==> src/rtl/call_stack_pkg.sv <==
// Shared types and defaults for the call/return address stack.
// Build option: CALL_STACK_WRAP_EN makes a push while full overwrite the oldest entry.
package call_stack_pkg;

  localparam int ADDR_W_DEF = 19;
  localparam int DEPTH_DEF  = 16;

  typedef enum logic [1:0] {
    NOP,
    PUSH,
    POP,
    REPLACE
  } stack_op_e;

  function automatic stack_op_e decode_op(
    input logic push,
    input logic pop
  );
    stack_op_e op;
    case ({push, pop})
      2'b10:   op = PUSH;
      2'b01:   op = POP;
      2'b11:   op = REPLACE;
      default: op = NOP;
    endcase
    return op;
  endfunction

endpackage

==> src/rtl/call_ret_stack_if.sv <==
// Control-side bundle of the call/return stack.
// master = control unit / PC select, slave = the stack.
interface call_ret_stack_if #(
  parameter int ADDR_W = 19,
  parameter int CNT_W  = 5
);

  logic              en_stack;
  logic              call_en;
  logic              ret_en;
  logic [ADDR_W-1:0] push_addr;
  logic              err_clr;
  logic [ADDR_W-1:0] ret_addr;
  logic              ret_valid;
  logic              full;
  logic              empty;
  logic [CNT_W-1:0]  count;
  logic              overflow;
  logic              underflow;

  modport master (
    output en_stack, call_en, ret_en, push_addr, err_clr,
    input  ret_addr, ret_valid, full, empty, count,
    input  overflow, underflow
  );

  modport slave (
    input  en_stack, call_en, ret_en, push_addr, err_clr,
    output ret_addr, ret_valid, full, empty, count,
    output overflow, underflow
  );

endinterface

==> src/rtl/call_ret_stack_ptr.sv <==
// Stack pointer and occupancy counter with full/empty decode.
// hold_cnt lets sp advance while count stays put (circular overwrite).
module stack_ptr_ctr #(
  parameter int DEPTH = 16,
  parameter int CNT_W = $clog2(DEPTH) + 1,
  parameter int SP_W  = $clog2(DEPTH)
) (
  input  logic             clk,
  input  logic             rst,
  input  logic             up,
  input  logic             down,
  input  logic             hold_cnt,
  output logic [SP_W-1:0]  sp,
  output logic [CNT_W-1:0] count,
  output logic             full,
  output logic             empty
);

  always_ff @(posedge clk or negedge rst) begin
    if (!rst) begin
      sp    <= '0;
      count <= '0;
    end else if (up && !down) begin
      sp <= sp + 1'b1;
      if (!hold_cnt)
        count <= count + 1'b1;
    end else if (down && !up) begin
      sp    <= sp - 1'b1;
      count <= count - 1'b1;
    end
  end

  assign full  = (count == CNT_W'(DEPTH));
  assign empty = (count == '0);

endmodule

==> src/rtl/call_ret_stack.sv <==
// Hardware return-address stack: storage, read mux and sticky error flags.
// Build option: CALL_STACK_WRAP_EN selects circular overwrite on push while full.
module call_ret_stack
  import call_stack_pkg::*;
#(
  parameter int ADDR_W = ADDR_W_DEF,
  parameter int DEPTH  = DEPTH_DEF,
  parameter int CNT_W  = $clog2(DEPTH) + 1
) (
  input  logic clk,
  input  logic rst,
  call_ret_stack_if.slave bus
);

  localparam int SP_W = $clog2(DEPTH);

  logic [ADDR_W-1:0] mem [DEPTH];

  logic [SP_W-1:0]  sp;
  logic [SP_W-1:0]  top;
  logic [SP_W-1:0]  waddr;
  logic [CNT_W-1:0] count;
  logic             full;
  logic             empty;
  logic             push;
  logic             pop;
  logic             we;
  logic             up;
  logic             down;
  logic             hold_cnt;
  logic             ovf_set;
  logic             udf_set;
  logic             overflow;
  logic             underflow;
  stack_op_e        op;

  assign push = bus.en_stack & bus.call_en;
  assign pop  = bus.en_stack & bus.ret_en;
  assign op   = decode_op(push, pop);
  assign top  = sp - 1'b1;

  always_comb begin
    we       = 1'b0;
    waddr    = sp;
    up       = 1'b0;
    down     = 1'b0;
    hold_cnt = 1'b0;
    ovf_set  = 1'b0;
    udf_set  = 1'b0;
    unique case (op)
      PUSH: begin
        if (!full) begin
          we = 1'b1;
          up = 1'b1;
        end else begin
          ovf_set = 1'b1;
`ifdef CALL_STACK_WRAP_EN
          we       = 1'b1;
          up       = 1'b1;
          hold_cnt = 1'b1;
`endif
        end
      end
      POP: begin
        if (!empty)
          down = 1'b1;
        else
          udf_set = 1'b1;
      end
      REPLACE: begin
        we = 1'b1;
        if (empty) begin
          up      = 1'b1;
          udf_set = 1'b1;
        end else begin
          waddr = top;
        end
      end
      default: ;
    endcase
  end

  stack_ptr_ctr #(
    .DEPTH (DEPTH),
    .CNT_W (CNT_W),
    .SP_W  (SP_W)
  ) u_ptr (
    .clk      (clk),
    .rst      (rst),
    .up       (up),
    .down     (down),
    .hold_cnt (hold_cnt),
    .sp       (sp),
    .count    (count),
    .full     (full),
    .empty    (empty)
  );

  always_ff @(posedge clk) begin
    if (we)
      mem[waddr] <= bus.push_addr;
  end

  // a new error in the same cycle as err_clr keeps the flag set
  always_ff @(posedge clk or negedge rst) begin
    if (!rst) begin
      overflow  <= 1'b0;
      underflow <= 1'b0;
    end else begin
      overflow  <= ovf_set | (overflow & ~bus.err_clr);
      underflow <= udf_set | (underflow & ~bus.err_clr);
    end
  end

  assign bus.ret_addr  = empty ? '0 : mem[top];
  assign bus.ret_valid = ~empty;
  assign bus.full      = full;
  assign bus.empty     = empty;
  assign bus.count     = count;
  assign bus.overflow  = overflow;
  assign bus.underflow = underflow;

endmodule

==> src/flat_wrapper.sv <==
// flat-port wrapper written by rule: the top's interface ports become plain ports
module call_ret_stack_flat import call_stack_pkg::*;
#(
  parameter int ADDR_W = ADDR_W_DEF,
  parameter int DEPTH  = DEPTH_DEF,
  parameter int CNT_W  = $clog2(DEPTH) + 1
)
  (clk, rst, bus_en_stack, bus_call_en, bus_ret_en, bus_push_addr, bus_err_clr, bus_ret_addr, bus_ret_valid, bus_full, bus_empty, bus_count, bus_overflow, bus_underflow);
  call_ret_stack_if #(.ADDR_W(ADDR_W), .CNT_W(CNT_W)) bus_i ();
  input  logic clk;
  input  logic rst;
  input wire logic [$bits(bus_i.en_stack)-1:0] bus_en_stack;
  input wire logic [$bits(bus_i.call_en)-1:0] bus_call_en;
  input wire logic [$bits(bus_i.ret_en)-1:0] bus_ret_en;
  input wire logic [$bits(bus_i.push_addr)-1:0] bus_push_addr;
  input wire logic [$bits(bus_i.err_clr)-1:0] bus_err_clr;
  output wire logic [$bits(bus_i.ret_addr)-1:0] bus_ret_addr;
  output wire logic [$bits(bus_i.ret_valid)-1:0] bus_ret_valid;
  output wire logic [$bits(bus_i.full)-1:0] bus_full;
  output wire logic [$bits(bus_i.empty)-1:0] bus_empty;
  output wire logic [$bits(bus_i.count)-1:0] bus_count;
  output wire logic [$bits(bus_i.overflow)-1:0] bus_overflow;
  output wire logic [$bits(bus_i.underflow)-1:0] bus_underflow;
  assign bus_i.en_stack = bus_en_stack;
  assign bus_i.call_en = bus_call_en;
  assign bus_i.ret_en = bus_ret_en;
  assign bus_i.push_addr = bus_push_addr;
  assign bus_i.err_clr = bus_err_clr;
  assign bus_ret_addr = bus_i.ret_addr;
  assign bus_ret_valid = bus_i.ret_valid;
  assign bus_full = bus_i.full;
  assign bus_empty = bus_i.empty;
  assign bus_count = bus_i.count;
  assign bus_overflow = bus_i.overflow;
  assign bus_underflow = bus_i.underflow;
  call_ret_stack #(.ADDR_W(ADDR_W), .DEPTH(DEPTH), .CNT_W(CNT_W)) u_core (.clk(clk), .rst(rst), .bus(bus_i));
endmodule
==> config.mk <==
export PLATFORM = sky130hd
export DESIGN_NAME = call_ret_stack_flat
export DESIGN_NICKNAME = d
export VERILOG_FILES = /design/src/rtl/call_stack_pkg.sv /design/src/rtl/call_ret_stack_if.sv /design/src/rtl/call_ret_stack_ptr.sv /design/src/rtl/call_ret_stack.sv /design/src/flat_wrapper.sv
export SDC_FILE = /design/constraint.sdc
export NUM_CORES = 1
export LEC_CHECK = 0
export CORE_MARGIN = 10
export CORE_UTILIZATION = 45
export CTS_BUF_LIST = sky130_fd_sc_hd__clkbuf_4 sky130_fd_sc_hd__clkbuf_8 sky130_fd_sc_hd__clkbuf_16
export DETAILED_ROUTE_END_ITERATION = 8
export GPL_ROUTABILITY_DRIVEN = 0
export SYNTH_ARGS = -nofsm -noshare
export SYNTH_HDL_FRONTEND = slang
export SYNTH_HIERARCHICAL = 1
export SYNTH_SLANG_ARGS = --single-unit
export TNS_END_PERCENT = 50
==> constraint.sdc <==
create_clock -name clk -period 9.75 [get_ports clk]
set_input_delay 1.95 -clock clk [delete_from_list [all_inputs] [get_ports clk]]
set_output_delay 1.95 -clock clk [all_outputs]
set_load 0.02 [all_outputs]
==> results of run 1 <==
## cells by family after synthesis
group / synth area share, %
flops: 74.8
mux: 17.1
simple gates: 2.19
buf+inv: 1.69
compound gates: 2.45
fa+ha+maj: 1.21
xor+xnor: 0.557
other cells: 0.0298
## flip-flops by register name, indices dropped and copies added (netlist names)
name / cells
u_core/bus.overflow: 1
u_core/bus.underflow: 1
u_core/mem: 304
u_core/u_ptr/count: 5
u_core/u_ptr/sp: 4
## final cells by class
class | count | area share [%]
Antenna cell | 1 | 0.0170
Clock buffer | 47 | 6.57
Clock inverter | 11 | 0.732
Inverter | 15 | 0.383
Multi-Input combinational cell | 237 | 20.6
Sequential cell | 315 | 64.0
Tap cell | 378 | 3.22
Timing Repair Buffer | 69 | 4.43
## power by group
group	total [mW]	internal [mW]	switching, mW
Combinational	1.96	0.917	1.04
Clock	1.23	0.746	0.486
Sequential	1.66	1.57	0.0933
## metal layers
| layer | vias up | share of wire (%) | track usage (%) |
|---|---|---|---|
| li1 | 2636 | - | - |
| met1 | 3263 | 43 | 21.7 |
| met2 | 187 | 49 | 25.9 |
| met3 | 39 | 5.7 | 2.54 |
| met4 | 0 | 1.9 | 5.18 |
| met5 | - | 0 | 0 |
## cell usage in the layout (no fill, tap or decap), drive strengths merged, types with 4 or more instances in the layout
master | synthesis | routed
o22ai | 20 | 20
inv | 15 | 16
o21ai | 5 | 5
xnor2 | 7 | 7
mux4 | 76 | 76
nor3 | 5 | 5
clkinv | 0 | 8
clkdlybuf4s50 | 0 | 53
dfrtp | 11 | 11
ha | 9 | 9
clkbuf | 23 | 47
nor2 | 21 | 21
a21oi | 5 | 5
buf | 10 | 16
nand2 | 11 | 11
mux2i | 41 | 41
edfxtp | 304 | 304
nand4 | 4 | 4
## worst max-delay path: cells and delay by family, from the launching register on
kind / cells / cell delay, ps
flip-flops: 1 / 1020
adder cells (fa/ha/maj): 1 / 680
buffers and inverters: 3 / 1550
multiplexers: 2 / 400
AO/OA/AOI/OAI: 1 / 370
## through the flow
step | hold WS (ps) | instance area, um2 | setup WS [ps] | util (%) | std cells
finish | 538 | 14700 | 3230 | 53.0 | 1073
detailed placement | 532 | 13600 | 3620 | 49.1 | 1014
CTS | 545 | 14700 | 3090 | 53.0 | 1072
global placement | 507 | 13600 | 3660 | 49.1 | 1014
global route | 566 | 14700 | 2920 | 53.0 | 1072
floorplan | 473 | 12600 | 4860 | - | 600
## how the worst min path moves through the flow
stage | slack, ps | depth (start not counted) | to | start
2_1_floorplan | 470 | 2 | u_core/u_ptr/sp[2] | u_core/u_ptr/sp[2]
3_3_place_gp | 510 | 1 | u_core/u_ptr/count[4] | u_core/u_ptr/count[4]
3_5_place_dp | 530 | 1 | u_core/u_ptr/count[4] | u_core/u_ptr/count[4]
4_1_cts | 550 | 1 | u_core/u_ptr/count[4] | u_core/u_ptr/count[4]
5_1_grt | 570 | 2 | u_core/bus.overflow | u_core/bus.overflow
6_report | 540 | 2 | u_core/bus.overflow | u_core/bus.overflow
==> impl_metrics.env, run 1 <==
export IMPL_synth_top_area_cell="edfxtp_1"
export IMPL_reg2reg_depth=6
export IMPL_crit_chain="inv_1 > ha_4 > buf_4 > mux4_2 > mux2i_1 > o22ai_1 > clkdlybuf4s50_1"
export IMPL_ys_top_cells_by_count="304 x edfxtp_1, 76 x mux4_2, 41 x mux2i_1, 23 x clkbuf_1"
export IMPL_grt_max_degree=48
export IMPL_skew_ps=10.5
export IMPL_firstDrtPassIters=7
export IMPL_synth_area_um2=12600
export IMPL_layout_drive_gt1_share_pct=24.8
export IMPL_gr_usage_all_layers_pct=16.0
export IMPL_slowest_delay_ps=1020
export IMPL_reg2reg_to="u_core/mem[9][18]"
export IMPL_endpoint="bus_ret_addr[3]"
export IMPL_dieHeight_um=187
export IMPL_maxCapViolCount=0
export IMPL_fill_cells=2124
export IMPL_numPortBuffers=53
export IMPL_syn_inst=600
export IMPL_synth_edff_count=304
export IMPL_antenna_left=0
export IMPL_crit_required_ps=7800
export IMPL_ios=54
export IMPL_grt_pass1_vias=6358
export IMPL_cts_buffers=34
export IMPL_async_flop_share_pct=3.49
export IMPL_status="finished, final reports clean"
export IMPL_nNetsFinal=708
export IMPL_worstSetupPathType="register to output port"
export IMPL_maxSlewViolCount=0
export IMPL_wire_per_inst_um=26.0
export IMPL_drt_initial_drc_count=507
export IMPL_hold_buffers=0
export IMPL_leakage_nw=4.79
export IMPL_clock_path_buffers=3
export IMPL_ys_types=48
export IMPL_core_region_area_um2=27700
export IMPL_synth_seq_cells=315
export IMPL_wirelength_mm=27.9
export IMPL_cts_resized=0
export IMPL_yosysMostFrequentCell="edfxtp_1"
export IMPL_slew_headroom_pct=16.5
export IMPL_arrival_ps=4570
export IMPL_vias=6125
export IMPL_area_growth_syn_to_layout_pct=16.9
export IMPL_grt_pass1_wl_mm=41.6
export IMPL_cpMaxStageDelayCell="dfrtp_4"
export IMPL_drc=0
export IMPL_overflow=0
export IMPL_initial_core_util_pct=45.4
export IMPL_row_count=61
export IMPL_fmax_mhz=153
export IMPL_min_path_type="register to register"
export IMPL_multi_input_area_um2=3030
export IMPL_cts_tree="built"
export IMPL_syn_num_nets=636
export IMPL_place_hpwl_mm=15.4
export IMPL_tightestPinTransition_ps=1250
export IMPL_setup_viol_count_final=0
export IMPL_finalCritPeriodShare_pct=66.9
export IMPL_avgSynthCellArea_um2=21.0
export IMPL_cp_max_fo=47
export IMPL_r2r_start="u_core/u_ptr/sp[0]"
export IMPL_finalSetupTns_ps=0
export IMPL_yosysWarningCount=6
export IMPL_final_seq_area_um2=9410
export IMPL_die_w_um=187
export IMPL_fin_crit_ps=6520
export IMPL_clock_sinks=315
export IMPL_reg2reg_slack_ps=5590
export IMPL_die_area_um2=35000
export IMPL_synth_top_cell_area_share_pct=72.6
export IMPL_ys_seq_area_share_pct=74.8
export IMPL_end_kind="output port"
export IMPL_synthFlopType="edfxtp_1"
export IMPL_crit_start="u_core/u_ptr/sp[0]"
export IMPL_ir_worst_vdd_uv=152
export IMPL_hold_viol_final=0
export IMPL_routed_via_density=5.71
export IMPL_antenna_found_initial=0
export IMPL_path_clk_slew_ps=60
export IMPL_power_mw=4.85
export IMPL_clock_root_buffer="clkbuf_16"
export IMPL_synthTopCellsByArea="edfxtp_1 73%, mux4_2 14%, mux2i_1 3.3%"
export IMPL_clock_latency_ps=500
export IMPL_rsz0062_at_grt="no"
export IMPL_h_tree_depth=2
export IMPL_power_density_nw_per_um2=330
export IMPL_crit_path_start_kind="register"
export IMPL_post_cts_buffers=0
(Power assumes the default switching activity.)
==> inputs of run 2 (changes only) <==
- clock period: 9.75 -> 6.7 ns (I/O delays scaled with it)
==> impl_metrics.env, run 2 (synthesis results as in run 1) <==
export IMPL_finalSetupTns_ps=0
export IMPL_cts_resized=0
export IMPL_finalCritPeriodShare_pct=82.8
export IMPL_h_tree_depth=2
export IMPL_clock_root_buffer="clkbuf_16"
export IMPL_row_count=61
export IMPL_layout_drive_gt1_share_pct=24.5
export IMPL_overflow=0
export IMPL_die_w_um=187
export IMPL_status="finished, final reports clean"
export IMPL_hold_viol_final=0
export IMPL_critPathBufInv=2
export IMPL_antenna_left=0
export IMPL_hold_buffers=0
export IMPL_crit_required_ps=5360
export IMPL_regMostFlops="u_core/mem"
export IMPL_routed_via_density=5.80
export IMPL_wirelength_mm=28.2
export IMPL_firstDrtPassIters=5
export IMPL_fin_cells=1073
export IMPL_rsz0062_at_grt="no"
export IMPL_leakage_nw=4.76
export IMPL_dieHeight_um=187
export IMPL_maxCapViolCount=0
export IMPL_cp_max_fo=78
export IMPL_grt_max_degree=79
export IMPL_cp_top_family="adder cells"
export IMPL_path_clk_slew_ps=60
export IMPL_cpMaxStageDelayCell="ha_4"
export IMPL_fmax_mhz=180
export IMPL_area_growth_syn_to_layout_pct=16.6
export IMPL_vias=6227
export IMPL_worstSetupPathType="register to output port"
export IMPL_largest_register_ff_count=304
export IMPL_p_sw_share_pct=33.8
export IMPL_internal_power_mw=4.66
export IMPL_slowest_delay_ps=1070
export IMPL_die_area_um2=35000
export IMPL_p_sw_mw=2.37
export IMPL_cts_buffers=34
export IMPL_maxSlewViolCount=0
export IMPL_seqPwrFrac_pct=33.9
export IMPL_crit_chain="inv_1 > ha_4 > mux4_2 > mux2i_1 > o22ai_1 > clkdlybuf4s50_1"
export IMPL_grt_pass1_vias=6456
export IMPL_crit_path_start_kind="register"
export IMPL_tightestPinTransition_ps=1260
export IMPL_final_cell_mix="304 x edfxtp_1, 76 x mux4_2, 53 x clkdlybuf4s50_1"
export IMPL_slew_headroom_pct=16.1
export IMPL_cts_tree="built"
export IMPL_clock_latency_ps=510
export IMPL_drt_initial_drc_count=569
export IMPL_power_density_nw_per_um2=480
export IMPL_skew_ps=19.9
export IMPL_antenna_found_initial=1
export IMPL_core_region_area_um2=27700
export IMPL_setup_viol_count_final=0
export IMPL_ios=54
export IMPL_p_clk_share_pct=25.0
export IMPL_arrival_ps=4210
export IMPL_min_path_type="register to register"
export IMPL_post_cts_buffers=0
export IMPL_wire_per_inst_um=26.3
export IMPL_grt_pass1_wl_mm=42.5
export IMPL_gr_usage_all_layers_pct=16.2
export IMPL_end_kind="output port"
export IMPL_drc=0
export IMPL_clock_path_buffers=3
export IMPL_place_hpwl_mm=15.8
export IMPL_reg_largest_list="u_core/mem (304), u_core/u_ptr/count (5), u_core/u_ptr/sp (4)"
export IMPL_fin_crit_ps=5550
export IMPL_final_common_cell="edfxtp_1"
export IMPL_dp_cells=1013
export IMPL_initial_core_util_pct=45.4
export IMPL_numPortBuffers=53
export IMPL_whs_ps=529
export IMPL_nNetsFinal=707
export IMPL_clock_sinks=315
export IMPL_combPwrFrac_pct=41.2
export IMPL_ir_worst_vdd_uv=210
run 2: path summary, 6_finish.rpt:
check | start | slack (ps) | cells past startpoint | to
hold / removal | u_core/u_ptr/count[4] | 530 | 1 | u_core/u_ptr/count[4]
min in group asynchronous | rst | 1180 | 1 | u_core/bus.underflow
max in group asynchronous | rst | 5110 | 1 | u_core/u_ptr/sp[0]
setup reg to reg | u_core/u_ptr/sp[0] | 2500 | 7 | u_core/mem[15][13]
hold reg to reg | u_core/u_ptr/count[4] | 530 | 1 | u_core/u_ptr/count[4]
setup / recovery | u_core/u_ptr/sp[0] | 1150 | 6 | bus_ret_addr[7]
run 2: worst register-to-register path: stages (launching register included):
cell     delay, ps
dfrtp_4        750
buf_4          540
buf_4          670
xnor2_1        260
a22o_1         210
nand4_1        350
nor2_2         700
buf_4          390
run 2: layout make-up:
| cell class | count | area [um2] |
|---|---|---|
| clock inverter | 13 | 91.3 |
| timing repair buffer | 68 | 643 |
| fill | 2110 | 13000 |
| inverter | 15 | 56.3 |
| tap | 378 | 473 |
| multi-input combinational | 237 | 3030 |
| antenna | 1 | 2.50 |
| sequential | 315 | 9410 |
| clock buffer | 46 | 958 |
run 2: per-stage QoR:
step                power (mW)  utilization, %  worst slack [ps]  cell area (um2)
floorplan                 4.30               -              2420            12600
global placement          5.32            49.1              1690            13600
detailed placement        5.37            49.1              1660            13600
CTS                       7.13            52.9              1140            14700
global route              7.36            52.9               921            14700
finish                    7.03            52.9              1150            14700
run 2: metal layers:
metal / up-vias / wire, um / global-route usage (%)
met4: 2 / 735 / 5.37
met1: 3326 / 12200 / 22.3
met3: 54 / 1830 / 3.37
met5: - / 9 / 0
li1: 2630 / - / -
met2: 215 / 13400 / 25.1
run 2: power by group through the flow:
stage	registers [mW]	clock network [mW]	logic (mW)
floorplan	2.38	0	1.92
global placement	2.42	0	2.90
detailed placement	2.42	0	2.94
CTS	2.38	1.80	2.95
global route	2.40	1.87	3.09
finish	2.38	1.75	2.90
